<file path="src/rtl/pe_grant_decoder_pkg.sv">
// ---------------------------------------------------------------------------
// pe_pkg
// Shared types for the priority-encoder grant path.
//   gdec_state_t : grant decoder FSM states (IDLE -> GRANT -> GAP -> IDLE)
//   pe_idx_t     : one encoder result, {none, idx}, at the default index width
//   onehot_dec   : index -> one-hot line, up to 32 lines (index width <= 5)
// ---------------------------------------------------------------------------
package pe_pkg;

    localparam int PE_IDX_W  = 2;
    localparam int DEC_MAX_W = 32;

    typedef enum logic [1:0] {
        IDLE  = 2'd0,
        GRANT = 2'd1,
        GAP   = 2'd2
    } gdec_state_t;

    typedef struct packed {
        logic                none;
        logic [PE_IDX_W-1:0] idx;
    } pe_idx_t;

    function automatic logic [DEC_MAX_W-1:0] onehot_dec(input logic [4:0] i);
        logic [DEC_MAX_W-1:0] v;
        v    = '0;
        v[i] = 1'b1;
        return v;
    endfunction

endpackage

</file>
<file path="src/rtl/pe_grant_decoder_if.sv">
// ---------------------------------------------------------------------------
// pe_grant_decoder_if
// Bundle between the request priority encoder / grantees and the decoder.
//   idx_valid/idx_ready/idx/idx_none : encoded index handshake (upstream)
//   done                             : grantee finished with its line
//   grant                            : one-hot resource enables
//   busy, drop_cnt                   : status
// master = upstream + grantee side, slave = pe_grant_decoder.
// ---------------------------------------------------------------------------
interface pe_grant_decoder_if #(
    parameter int IDX_W = 2
);
    localparam int N = 2**IDX_W;

    logic             idx_valid;
    logic             idx_ready;
    logic [IDX_W-1:0] idx;
    logic             idx_none;
    logic             done;
    logic [N-1:0]     grant;
    logic             busy;
    logic [7:0]       drop_cnt;

    modport master (
        output idx_valid, idx, idx_none, done,
        input  idx_ready, grant, busy, drop_cnt
    );

    modport slave (
        input  idx_valid, idx, idx_none, done,
        output idx_ready, grant, busy, drop_cnt
    );

endinterface

</file>
<file path="src/rtl/pe_idx_fifo.sv">
// ---------------------------------------------------------------------------
// pe_idx_fifo
// Small synchronous FIFO holding encoded indices.
//   clk, rst_n    : clock, asynchronous active-low reset
//   push, wdata   : write request (ignored when full)
//   pop, rdata    : read request (ignored when empty); rdata shows the head
//   full, empty   : derived from an occupancy counter, not pointer compare
// A push and a pop on the same edge leave the count unchanged. Data written
// on an edge is never visible at the head until after that edge.
// ---------------------------------------------------------------------------
module pe_idx_fifo #(
    parameter int W     = 3,
    parameter int DEPTH = 2
) (
    input  logic         clk,
    input  logic         rst_n,
    input  logic         push,
    input  logic [W-1:0] wdata,
    input  logic         pop,
    output logic [W-1:0] rdata,
    output logic         full,
    output logic         empty
);
    localparam int AW = (DEPTH > 1) ? $clog2(DEPTH) : 1;
    localparam int CW = $clog2(DEPTH + 1);

    logic [W-1:0]  mem_q [DEPTH];
    logic [AW-1:0] wr_ptr_q, wr_ptr_d;
    logic [AW-1:0] rd_ptr_q, rd_ptr_d;
    logic [CW-1:0] cnt_q, cnt_d;
    logic          do_push, do_pop;

    assign do_push = push && !full;
    assign do_pop  = pop && !empty;

    function automatic logic [AW-1:0] ptr_inc(input logic [AW-1:0] p);
        return (p == AW'(DEPTH - 1)) ? '0 : p + AW'(1);
    endfunction

    always_comb begin
        wr_ptr_d = wr_ptr_q;
        rd_ptr_d = rd_ptr_q;
        cnt_d    = cnt_q;
        if (do_push) wr_ptr_d = ptr_inc(wr_ptr_q);
        if (do_pop)  rd_ptr_d = ptr_inc(rd_ptr_q);
        case ({do_push, do_pop})
            2'b10:   cnt_d = cnt_q + CW'(1);
            2'b01:   cnt_d = cnt_q - CW'(1);
            default: cnt_d = cnt_q;
        endcase
    end

    always_ff @(posedge clk or negedge rst_n) begin
        if (!rst_n) begin
            wr_ptr_q <= '0;
            rd_ptr_q <= '0;
            cnt_q    <= '0;
        end else begin
            wr_ptr_q <= wr_ptr_d;
            rd_ptr_q <= rd_ptr_d;
            cnt_q    <= cnt_d;
        end
    end

    // Storage needs no reset: the occupancy counter gates every read.
    always_ff @(posedge clk) begin
        if (do_push) mem_q[wr_ptr_q] <= wdata;
    end

    assign rdata = mem_q[rd_ptr_q];
    assign full  = (cnt_q == CW'(DEPTH));
    assign empty = (cnt_q == '0);

endmodule

</file>
<file path="src/rtl/pe_grant_decoder.sv">
// ---------------------------------------------------------------------------
// pe_grant_decoder
// Expands buffered encoder indices into a registered one-hot grant.
//   clk    : rising-edge clock
//   rst_n  : asynchronous active-low reset; grant drops the moment it asserts
//   bus    : pe_grant_decoder_if.slave
//            idx_valid/idx_ready/idx/idx_none in, done in,
//            grant (one-hot), busy, drop_cnt (saturating) out
// Each grant is held until done or HOLD_CYCLES cycles, followed by a GAP
// cycle and an IDLE cycle, so consecutive grants never overlap.
// IDX_W is limited to 5 (32 grant lines) by onehot_dec.
// ---------------------------------------------------------------------------
module pe_grant_decoder
    import pe_pkg::*;
#(
    parameter int IDX_W       = 2,
    parameter int FIFO_DEPTH  = 2,
    parameter int HOLD_CYCLES = 4
) (
    input logic               clk,
    input logic               rst_n,
    pe_grant_decoder_if.slave bus
);
    localparam int N = 2**IDX_W;

    typedef struct packed {
        logic             none;
        logic [IDX_W-1:0] idx;
    } entry_t;

    entry_t      wr_entry, head;
    logic        fifo_full, fifo_empty, push, pop;
    gdec_state_t state_q, state_d;
    logic [N-1:0] grant_q, grant_d;
    logic [7:0]  hold_q, hold_d;
    logic [7:0]  drop_q, drop_d;

    assign wr_entry = '{none: bus.idx_none, idx: bus.idx};
    assign push     = bus.idx_valid && !fifo_full;

    pe_idx_fifo #(
        .W     ($bits(entry_t)),
        .DEPTH (FIFO_DEPTH)
    ) u_fifo (
        .clk   (clk),
        .rst_n (rst_n),
        .push  (push),
        .wdata (wr_entry),
        .pop   (pop),
        .rdata (head),
        .full  (fifo_full),
        .empty (fifo_empty)
    );

    always_comb begin
        state_d = state_q;
        grant_d = grant_q;
        hold_d  = hold_q;
        drop_d  = drop_q;
        pop     = 1'b0;
        case (state_q)
            IDLE: begin
                if (!fifo_empty) begin
                    pop = 1'b1;
                    if (head.none) begin
                        if (drop_q != 8'hFF) drop_d = drop_q + 8'd1;
                    end else begin
                        grant_d = N'(onehot_dec(5'(head.idx)));
                        hold_d  = 8'(HOLD_CYCLES - 1);
                        state_d = GRANT;
                    end
                end
            end
            GRANT: begin
                // hold_q counts the remaining extra cycles; 0 means this is the last.
                if (bus.done || hold_q == 8'd0) begin
                    grant_d = '0;
                    state_d = GAP;
                end else begin
                    hold_d = hold_q - 8'd1;
                end
            end
            GAP: begin
                grant_d = '0;
                state_d = IDLE;
            end
            default: begin
                grant_d = '0;
                state_d = IDLE;
            end
        endcase
    end

    always_ff @(posedge clk or negedge rst_n) begin
        if (!rst_n) begin
            state_q <= IDLE;
            grant_q <= '0;
            hold_q  <= '0;
            drop_q  <= '0;
        end else begin
            state_q <= state_d;
            grant_q <= grant_d;
            hold_q  <= hold_d;
            drop_q  <= drop_d;
        end
    end

    assign bus.idx_ready = !fifo_full;
    assign bus.grant     = grant_q;
    assign bus.busy      = (state_q != IDLE) || !fifo_empty;
    assign bus.drop_cnt  = drop_q;

endmodule
</file>
<file path="src/flat_wrapper.sv">
// flat-port wrapper written by rule: the top's interface ports become plain ports
module pe_grant_decoder_flat import pe_pkg::*;
#(
    parameter int IDX_W       = 2,
    parameter int FIFO_DEPTH  = 2,
    parameter int HOLD_CYCLES = 4
)
  (clk, rst_n, bus_idx_valid, bus_idx, bus_idx_none, bus_done, bus_idx_ready, bus_grant, bus_busy, bus_drop_cnt);
  pe_grant_decoder_if #(.IDX_W(IDX_W)) bus_i ();
  input logic clk;
  input logic rst_n;
  input wire logic [$bits(bus_i.idx_valid)-1:0] bus_idx_valid;
  input wire logic [$bits(bus_i.idx)-1:0] bus_idx;
  input wire logic [$bits(bus_i.idx_none)-1:0] bus_idx_none;
  input wire logic [$bits(bus_i.done)-1:0] bus_done;
  output wire logic [$bits(bus_i.idx_ready)-1:0] bus_idx_ready;
  output wire logic [$bits(bus_i.grant)-1:0] bus_grant;
  output wire logic [$bits(bus_i.busy)-1:0] bus_busy;
  output wire logic [$bits(bus_i.drop_cnt)-1:0] bus_drop_cnt;
  assign bus_i.idx_valid = bus_idx_valid;
  assign bus_i.idx = bus_idx;
  assign bus_i.idx_none = bus_idx_none;
  assign bus_i.done = bus_done;
  assign bus_idx_ready = bus_i.idx_ready;
  assign bus_grant = bus_i.grant;
  assign bus_busy = bus_i.busy;
  assign bus_drop_cnt = bus_i.drop_cnt;
  pe_grant_decoder #(.IDX_W(IDX_W), .FIFO_DEPTH(FIFO_DEPTH), .HOLD_CYCLES(HOLD_CYCLES)) u_core (.clk(clk), .rst_n(rst_n), .bus(bus_i));
endmodule
</file>
<file path="config.mk">
export PLATFORM = sky130hd
export DESIGN_NAME = pe_grant_decoder_flat
export DESIGN_NICKNAME = d
export VERILOG_FILES = /design/src/rtl/pe_grant_decoder_pkg.sv /design/src/rtl/pe_grant_decoder_if.sv /design/src/rtl/pe_idx_fifo.sv /design/src/rtl/pe_grant_decoder.sv /design/src/flat_wrapper.sv
export SDC_FILE = /design/constraint.sdc
export NUM_CORES = 1
export LEC_CHECK = 0
export BUFFER_PORTS_ARGS = -buffer_cell sky130_fd_sc_hd__buf_2
export CORE_AREA = 2 2 71 46
export DETAILED_ROUTE_END_ITERATION = 12
export DIE_AREA = 0 0 73 48
export PLACE_DENSITY = 0.76
export SETUP_SLACK_MARGIN = 0.5
export SYNTH_ARGS = -nofsm -noshare
export SYNTH_HDL_FRONTEND = slang
export SYNTH_HIERARCHICAL = 1
export SYNTH_SLANG_ARGS = --single-unit
export TNS_END_PERCENT = 20
</file>
<file path="constraint.sdc">
create_clock -name clk -period 1.89 [get_ports clk]
set_input_delay 0.0945 -clock clk [delete_from_list [all_inputs] [get_ports clk]]
set_output_delay 0.0945 -clock clk [all_outputs]
set_load 0.1 [all_outputs]
</file>
==> impl_results.md <==
* CTS tree: built
* Max-Cap Viols at 0
* DP Worst Slack at ~0.19 ns
* H-tree depth at 2
* Seq/Total Area, Yosys at a little over half
* Final hold vios at 0
* Synth warn at 6
* DR WL/cell at 15.3 um
* Row count at 15
* Leading area contributor after synthesis: dfrtp_1
* CP arrival at 1.78 ns
* Half-perimeter wire length after placement at 2120 um
* Yosys cell types at 40
* Sink Count at 32
* Worst Path Max Fanout at 4
* Post-synth EDFFs at 6
* Rel. slew slack at a little over three fifths
* Final setup viols at 0
* ANT nets after route at 0
* RR Startpoint: u_core/hold_q[3]$_DFFE_PN0P_
* Die W at roughly 73 um
* Die area at 0.00350 mm2
* Via count at 1204
* Total Routing Usage GR at 20.6%
* Share of cells above drive strength 1 at 48.3%
* DRT iter0 DRCs at between 60 and 70
* Achievable Freq at 0.618 GHz
* GPL Wtd Cong at about 0.87
* DRC viols at 0
* Number of global-route vias before repair at between 1000 and 1500
* Critical Path Start: u_core/hold_q[3]$_DFFE_PN0P_
* Hold Crit Class: input port to flop
* Fin nets at 190
* N_diodes at 0
* Status: finished, final reports clean
* Via/cell ratio at 5.63
* Setup TNS at 0 ns
* Fin. max-slew vios at 0
* Pin count of the biggest net entering global routing at 27
* Post-Route WL at 3280 um
* Final setup margin at about 0.27 ns
* Most instantiated library cell after synthesis: dfrtp_1
* Critical Path Sink: u_core/hold_q[7]$_DFFE_PN0P_
* Worst path required time at between 2 and 2.5 ns
* Syn Area/Cell at approximately 12 um2
* Yosys top cell area share at a little over two fifths
* Clk_lat worst skew at around 0.28 ns
* Setup Skew at 0.00757 ns
* IO Pins at 21
* Final period util at 85.6%
* Final min period at 1.62 ns
* Clock Pin Slew Worst Setup and Hold Paths at 0.07 ns
* Syn Inst Count at 132
* Clock tree buffer depth at 2
* Synth Register Bits at 32
* Post-synth ARST share at between 80% and 90%
* CP Capture Type: flop
* Grt total ovfl at 0
* Drt pass-1 iters at 4
* Top post-synthesis cells by count: dfrtp_1 (26), nor2_1 (13), xor2_1 (8)
* Placed inst area at 0.00176 mm2
* Cell Area, Synth at 0.00154 mm2
* Area growth, synth to finish at 34.6%
* Crit Path Class: flop to flop
* Syn Nets at 143
* Worst slew pin tran at ~0.56 ns
* Initial antenna violation count at 0
* CTS buffer count at 5
* Design Area, Final at 0.00207 mm2
* RSZ-0062 raised after global routing: true
* R2r setup slk at 0.27 ns
* Worst Setup Start Kind: flop
* First-pass GRT wire length at between 5000 and 6000 um
* Main synth FF type: dfrtp_1
* # port buffers at 20
* Core ar. at 0.00280 mm2
* Root buffer cell: clkbuf_8
* Synth area leaders: dfrtp_1 (42%), edfxtp_1 (12%), xor2_1 (4.5%)
* Initial Util at ~55%
* R2r endpoint: u_core/hold_q[7]$_DFFE_PN0P_
* FF-to-FF path depth at 5
* DIE HEIGHT at 48 um
[state kept, by name, indices dropped and copies added (netlist names)]
name                    count
u_core/hold_q               8
u_core/bus.grant            4
u_core/u_fifo/rd_ptr_q      1
u_core/bus.drop_cnt         8
u_core/u_fifo/mem_q         6
u_core/state_q              2
u_core/u_fifo/wr_ptr_q      1
u_core/u_fifo/cnt_q         2
[repair_timing]
item | in CTS | in global routing
setup buffers | 14 | 2
pin swaps | 6 | 6
cloned | 0 | 0
gates resized for setup | 20 | 5
setup endpoints to repair | 27 | 31
hold endpoints to repair | 28 | 0
hold buffers | 2 | 0
[worst min-delay path by stage]
stage / start / to / cells past startpoint
after floorplan: rst_n / u_core/bus.drop_cnt[2]$_DFFE_PN0P_ / 0
after global placement: rst_n / u_core/bus.grant[2]$_DFFE_PN0P_ / 1
after detailed placement: rst_n / u_core/bus.grant[2]$_DFFE_PN0P_ / 1
after CTS: bus_idx[1] / u_core/u_fifo/mem_q[1][1]$_DFFE_PP_ / 1
after global routing: bus_idx[1] / u_core/u_fifo/mem_q[0][1]$_DFFE_PP_ / 1
final: bus_idx[1] / u_core/u_fifo/mem_q[1][1]$_DFFE_PP_ / 1
[metrics by stage]
stage,hold slack (ns),utilization [%],instances
after global routing,0.00572,74.2,214
after global placement,0.124,62.8,188
after CTS,0.00000333,72.9,212
final,0.00621,74.2,214
after detailed placement,0.120,62.8,188
after floorplan,-0.201,-,132
[layout make-up]
cell class | count | area (um2)
clock inverter | 1 | 5.00
tap | 34 | 42.5
clock buffer | 7 | 76.3
multi-input combinational | 93 | 803
timing repair buffer | 41 | 263
inverter | 6 | 22.5
fill | 192 | 722
sequential | 32 | 862
[per-layer routing]
metal,share of wire (%),global-route usage [%]
met5,0,0
met4,1.9,7.04
met3,6.4,6.11
met2,47,32.8
met1,45,27.6
[kinds of logic after synthesis]
kind of cell             count (synthesis)  share of synthesized area [%]
AND/OR/NAND/NOR                         51                           19.2
buffers and inverters                    7                           2.19
AO/OA/AOI/OAI                           21                           11.2
XOR/XNOR                                13                           7.39
multiplexers                             4                           2.92
adder cells (fa/ha/maj)                  4                           3.25
flip-flops                              32                           53.9
[layout by cell type (no fill, tap or decap), drive strengths merged, types with 6 or more instances in the layout]
cell    instances
buf            39
dfrtp          26
nor2           14
nor3            9
xor2            8
nand2           7
clkbuf          7
edfxtp          6
inv             6
[critical path, cell delays in order, from the launching register on]
cell and delay (ns):
dfrtp_2 0.42, nor4_4 0.31, buf_4 0.18, a311oi_4 0.12, and3_1 0.22, a211o_1 0.26
Power is not shown: default switching activity piles up to over one toggle a cycle in this logic, so the estimate is an artifact.
